$ cat src/rtl/spi_memory_sync.sv
// SPI slave (CPHA 0) bridging a serial header/data stream onto a synchronous word memory port.
// All SPI pins are oversampled by clk; bursts auto-increment the word address.
module spi_memory_sync #(
    parameter int unsigned ADDR_WIDTH   = 15,
    parameter int unsigned DATA_WIDTH   = 8,
    parameter int unsigned READ_LATENCY = 1,
    parameter bit          CPOL         = 1'b0
) (
    input  logic                  clk,
    input  logic                  _reset,
    input  logic                  _select,
    input  logic                  sck,
    input  logic                  mosi,
    output logic                  miso,
    output logic                  miso_oe,
    output logic [ADDR_WIDTH-1:0] addr,
    output logic [DATA_WIDTH-1:0] data_out,
    input  logic [DATA_WIDTH-1:0] data_in,
    output logic                  rd,
    output logic                  wr,
    output logic                  busy
);

    localparam int unsigned HDR_BITS = 8 * ((ADDR_WIDTH + 8) / 8);
    localparam logic [5:0] HDR_LAST  = 6'(HDR_BITS - 1);
    localparam logic [5:0] DATA_LAST = 6'(DATA_WIDTH - 1);
    localparam logic [ADDR_WIDTH-1:0] ADDR_ONE = ADDR_WIDTH'(1);

    localparam logic [1:0] ST_IDLE       = 2'd0;
    localparam logic [1:0] ST_HEADER     = 2'd1;
    localparam logic [1:0] ST_DATA_WRITE = 2'd2;
    localparam logic [1:0] ST_DATA_READ  = 2'd3;

    logic sel_s1, sel_s2, sck_s1, sck_s2, sck_prev, mosi_s1, mosi_s2;
    logic [1:0] flush_q;
    logic armed_q;
    logic [1:0] state_q, state_d;
    logic [5:0] cnt_q;
    logic [HDR_BITS-1:0] hdr_q;
    logic [HDR_BITS-1:0] hdr_next;
    logic [DATA_WIDTH-1:0] shift_q, hold_q, data_out_q;
    logic [DATA_WIDTH-1:0] word_next;
    logic [ADDR_WIDTH-1:0] addr_q;
    logic rd_q, wr_q, rd_pend_q;
    logic sck_edge, lead, trail, capture;

    always_ff @(posedge clk or negedge _reset) begin
        if (!_reset) begin
            sel_s1   <= 1'b1;
            sel_s2   <= 1'b1;
            sck_s1   <= CPOL;
            sck_s2   <= CPOL;
            sck_prev <= CPOL;
            mosi_s1  <= 1'b0;
            mosi_s2  <= 1'b0;
            flush_q  <= 2'b00;
            armed_q  <= 1'b0;
        end else begin
            sel_s1   <= _select;
            sel_s2   <= sel_s1;
            sck_s1   <= sck;
            sck_s2   <= sck_s1;
            sck_prev <= sck_s2;
            mosi_s1  <= mosi;
            mosi_s2  <= mosi_s1;
            flush_q  <= {flush_q[0], 1'b1};
            // A select held low through reset must be seen high before a transfer may start
            armed_q  <= armed_q | (flush_q[1] & sel_s2);
        end
    end

    assign sck_edge  = !sel_s2 && (sck_s2 != sck_prev);
    assign lead      = sck_edge && (sck_s2 != CPOL);
    assign trail     = sck_edge && (sck_s2 == CPOL);
    assign hdr_next  = {hdr_q[HDR_BITS-2:0], mosi_s2};
    assign word_next = {shift_q[DATA_WIDTH-2:0], mosi_s2};

    generate
        if (READ_LATENCY == 0) begin : g_lat0
            assign capture = rd_q;
        end else begin : g_lat
            logic [READ_LATENCY-1:0] rd_dly_q;
            always_ff @(posedge clk or negedge _reset) begin
                if (!_reset) rd_dly_q <= '0;
                else         rd_dly_q <= (rd_dly_q << 1) | READ_LATENCY'(rd_q);
            end
            assign capture = rd_dly_q[READ_LATENCY-1];
        end
    endgenerate

    always_comb begin
        state_d = state_q;
        case (state_q)
            ST_IDLE:   if (armed_q && !sel_s2) state_d = ST_HEADER;
            ST_HEADER: if (lead && cnt_q == HDR_LAST)
                           state_d = hdr_next[HDR_BITS-1] ? ST_DATA_WRITE : ST_DATA_READ;
            default:   ;
        endcase
        if (state_q != ST_IDLE && sel_s2) state_d = ST_IDLE;
    end

    always_ff @(posedge clk or negedge _reset) begin
        if (!_reset) begin
            state_q    <= ST_IDLE;
            cnt_q      <= '0;
            hdr_q      <= '0;
            shift_q    <= '0;
            hold_q     <= '0;
            data_out_q <= '0;
            addr_q     <= '0;
            rd_q       <= 1'b0;
            wr_q       <= 1'b0;
            rd_pend_q  <= 1'b0;
        end else begin
            state_q   <= state_d;
            rd_q      <= 1'b0;
            wr_q      <= 1'b0;
            rd_pend_q <= 1'b0;
            if (wr_q) addr_q <= addr_q + ADDR_ONE;
            if (rd_pend_q && state_d == ST_DATA_READ) rd_q <= 1'b1;
            if (capture) hold_q <= data_in;
            if (state_d != state_q) begin
                cnt_q   <= '0;
                shift_q <= '0;
                if (state_q == ST_HEADER && state_d != ST_IDLE) begin
                    addr_q <= hdr_next[ADDR_WIDTH-1:0];
                    rd_q   <= (state_d == ST_DATA_READ);
                end
            end else begin
                case (state_q)
                    ST_HEADER: begin
                        if (lead) begin
                            hdr_q <= hdr_next;
                            cnt_q <= cnt_q + 6'd1;
                        end
                    end
                    ST_DATA_WRITE: begin
                        if (lead) begin
                            if (cnt_q == DATA_LAST) begin
                                data_out_q <= word_next;
                                wr_q       <= 1'b1;
                                cnt_q      <= '0;
                            end else begin
                                shift_q <= word_next;
                                cnt_q   <= cnt_q + 6'd1;
                            end
                        end
                    end
                    ST_DATA_READ: begin
                        if (lead) begin
                            if (cnt_q == DATA_LAST) begin
                                cnt_q     <= '0;
                                addr_q    <= addr_q + ADDR_ONE;
                                rd_pend_q <= 1'b1;
                            end else begin
                                cnt_q <= cnt_q + 6'd1;
                            end
                        end else if (trail) begin
                            // Word boundary: the prefetched word is already waiting in hold_q
                            shift_q <= (cnt_q == '0) ? hold_q : (shift_q << 1);
                        end
                    end
                    default: ;
                endcase
            end
        end
    end

    assign miso     = (state_q == ST_DATA_READ) ? shift_q[DATA_WIDTH-1] : 1'b0;
    assign miso_oe  = !sel_s2;
    assign busy     = (state_q != ST_IDLE);
    assign addr     = addr_q;
    assign data_out = data_out_q;
    assign rd       = rd_q;
    assign wr       = wr_q;

endmodule

$ cat config.mk
export PLATFORM = sky130hd
export DESIGN_NAME = spi_memory_sync
export DESIGN_NICKNAME = d
export VERILOG_FILES = /design/src/rtl/spi_memory_sync.sv
export SDC_FILE = /design/constraint.sdc
export NUM_CORES = 1
export LEC_CHECK = 0
export CELL_PAD_IN_SITES_DETAIL_PLACEMENT = 0
export CELL_PAD_IN_SITES_GLOBAL_PLACEMENT = 1
export CORE_UTILIZATION = 25
export DETAILED_ROUTE_END_ITERATION = 6
export GPL_ROUTABILITY_DRIVEN = 0
export PLACE_DENSITY_LB_ADDON = 0.1
export SLEW_MARGIN = 30
export SYNTH_ARGS = -nofsm -noshare
export SYNTH_HDL_FRONTEND = slang
export SYNTH_SLANG_ARGS = --single-unit
$ cat constraint.sdc
create_clock -name clk -period 3.25 [get_ports clk]
set_clock_uncertainty 0.15 [all_clocks]
set_input_delay 0.65 -clock clk [delete_from_list [all_inputs] [get_ports clk]]
set_output_delay 0.65 -clock clk [all_outputs]
set_load 0.01 [all_outputs]
==> results.yml <==
status:
  outcome: "complete, no violations"
floorplanning:
  die_area_mm2: 0.0153
  ioPinCount: 41
  die_h_um: 124
  start_util_pct: 25.6
  row_count: 44
  die_w_um: 124
  core-area_mm2: 0.0145
placement:
  port_buffers: 40
  place_inst: 541
  dpl_cell_area_mm2: 0.00430
  dp_hpwl_um: 6860
worst_setup_path:
  path_cells: "nor3b_1 > nand2_1 > or4_1 > mux2_2"
  critPathSlowestCell: "or4_1"
  startpoint_type: "flop"
  cp-end-kind: "flop"
  crit_family: "simple AND/OR/NAND/NOR gates"
  arrival_ps: 2600
  r2r_end: "data_out[6]$_DFFE_PN0P_"
  crit_fanout: 13
  r2r_cells: 4
  path_class: "flop to flop"
  cp_slowest_stage_delay_ps: 700
  crit_required_ps: 3320
  rr_startpoint: "state_q[1]$_DFF_PN0_"
  worst-path-buf-inv: 0
  timing.reg2reg.setup_slack_ps: 720
cells_and_area:
  drive_gt1_share_pct: 18.2
  n_fill_cell: 1506
  fin_area_mm2: 0.00464
  num_antenna_cells: 0
  multi_input_area_mm2: 0.00165
  regArea_mm2: 0.00190
  syn_to_final_growth_pct: 25.2
  fin_cells: 557
  nets: 384
grt:
  grt.total_usage_pct: 14.2
  grt_overflow_total: 0
  antenna_found_initial: 0
  grt_max_degree: 50
  grt_pass1_vias: 2731
  grt_first_pass_wirelength_um: 15800
clocking:
  cts_num_sinks: 76
  root_buffer: "clkbuf_16"
  clkTransAtPathRegs_ps: 60
  cts_setup_buffers: 0
  clk_latency_ps: 330
  hold_buffers: 0
  cts.htree.levels: 3
  clk_path_buf_depth: 2
  cts_made_buffers: 9
  cts_tree: "done"
  cts.repair.resized: 0
sta:
  fmax_ghz: 0.395
  rsz0062_at_grt: "false"
  finalCritPeriodShare_pct: 77.8
  hold_violations: 0
  max_slew.worst_pin.slew_ps: 899
  setup_viol: 0
  whs_ps: 183
  drv_slew: 0
  relSlewSlack_pct: 40.0
  period_needed_ps: 2530
  finalSetupTns_ps: 0
min_path:
  hold_class: "input port to async pin"
power:
  total_power_mw: 2.51
  vdd_drop_max_mv: 0.278
  leakagePower_nw: 1.98
  pwr_density_cell_mw_per_mm2: 541
logic_synthesis:
  synth_nets: 343
  synth_area_per_cell_um2: 11.3
  seq_area_frac_synth_pct: 51.4
  ys_ff_latch: 76
  synthCells: 327
  synth_cell_types: 61
  synth_edf_count: 0
  synth_ff_type: "dfrtp_1"
  yosysWarnings: 0
  synth_async_sr_flop_share_pct: 100
  syn_area_mm2: 0.00370
drt:
  viasPerCell: 4.66
  dr.first_iter.drc_count: 115
  drc: 0
  drt_wl_total_um: 9590
  route.vias.total: 2597
  drtPass1Iterations: 4
  routedWlPerCell_um: 17.2
  antenna_left: 0
job:
  max_cap_viol_count: 0
## final cells by class
type                    count  share of cell area [%]
clock inverters             3                    1.46
well taps                 184                    4.96
flip-flops and latches     76                    41.1
repair buffers             49                    10.0
inverters                  14                    1.13
clock buffers              13                    5.83
multi-input cells         218                    35.5
## synth_stat cells (3+ instances only)
master / n / area, um^2
a211oi_1: 8 / 60.1
a21oi_1: 15 / 75.1
and3_1: 3 / 18.8
buf_2: 7 / 35.0
clkbuf_1: 9 / 33.8
dfrtp_1: 74 / 1850
ha_1: 3 / 37.5
inv_1: 14 / 52.6
mux2_2: 24 / 270
mux2_4: 8 / 120
mux2i_1: 8 / 80.1
nand2_1: 17 / 63.8
nand2b_1: 3 / 18.8
nand3_1: 3 / 15.0
nand4_1: 11 / 68.8
nor2_1: 23 / 86.3
nor3_1: 5 / 25.0
o21ai_0: 15 / 75.1
xnor2_1: 3 / 26.3
xor2_1: 13 / 114
## per-layer routing
| layer | part of all wire, % | vias up | track usage, % |
|---|---|---|---|
| li1 | - | 1268 | - |
| met1 | 50 | 1283 | 19.3 |
| met2 | 46 | 39 | 21.3 |
| met3 | 3.4 | 7 | 4.40 |
| met4 | 1.1 | 0 | 4.74 |
| met5 | 0 | - | 0 |
## registers in the layout (all words and copies together) (netlist names)
name       cells
addr          15
hdr_q         15
data_out       8
hold_q         8
shift_q        8
cnt_q          6
flush_q        2
state_q        2
armed_q        1
capture        1
mosi_s1        1
mosi_s2        1
rd             1
rd_pend_q      1
sck_prev       1
sck_s1         1
sck_s2         1
sel_s1         1
sel_s2         1
wr             1
## report_power, final
part | internal [mW] | leakage (nW) | switching [mW] | total [mW]
clock network | 0.736 | 0.162 | 0.390 | 1.13
logic | 0.152 | 0.829 | 0.138 | 0.291
registers | 1.01 | 0.993 | 0.0809 | 1.09
total | 1.90 | 1.98 | 0.609 | 2.51
## per-stage QoR
step	worst slack (ps)	util [%]
floorplan	1070	-
global route	507	32.0
finish	720	32.0
CTS	692	32.0
detailed placement	716	29.7
global placement	723	29.7
## how the worst max path moves through the flow
stage | from | end | cells past startpoint
3_5_place_dp | state_q[1]$_DFF_PN0_ | data_out[6]$_DFFE_PN0P_ | 4
4_1_cts | state_q[1]$_DFF_PN0_ | busy | 3
5_1_grt | state_q[1]$_DFF_PN0_ | data_out[6]$_DFFE_PN0P_ | 4
2_1_floorplan | cnt_q[0]$_DFFE_PN0P_ | shift_q[6]$_DFFE_PN0P_ | 7
6_report | state_q[1]$_DFF_PN0_ | data_out[6]$_DFFE_PN0P_ | 4
3_3_place_gp | state_q[1]$_DFF_PN0_ | data_out[7]$_DFFE_PN0P_ | 4
## cells in the final DEF, fill, tap and decap left out, drive strengths merged, types with 3 or more instances in the layout
cell type,Yosys,final
a211oi,11,11
inv,14,14
nand2,17,17
nor3,7,7
clkbuf,9,13
ha,3,3
nand4,11,11
xnor2,3,3
a221oi,3,3
o21ai,16,16
and3,3,3
nor2,23,23
mux2,32,32
nand2b,3,3
mux2i,8,8
nand3,4,4
buf,10,10
xor2,13,13
clkdlybuf4s50,0,39
a21oi,15,15
dfrtp,74,74
## cells by family (layout without fill, tap and decap cells)
| group | Yosys count | count (layout) | synth area share, % |
|---|---|---|---|
| simple gates | 90 | 90 | 13.6 |
| flops | 76 | 76 | 51.4 |
| compound gates | 68 | 68 | 13.3 |
| mux | 40 | 40 | 12.7 |
| buf+inv | 33 | 79 | 4.09 |
| xor+xnor | 16 | 16 | 3.79 |
| fa+ha+maj | 3 | 3 | 1.01 |
| other cells | 1 | 1 | 0.101 |
Power figures use the tool's default switching activity.
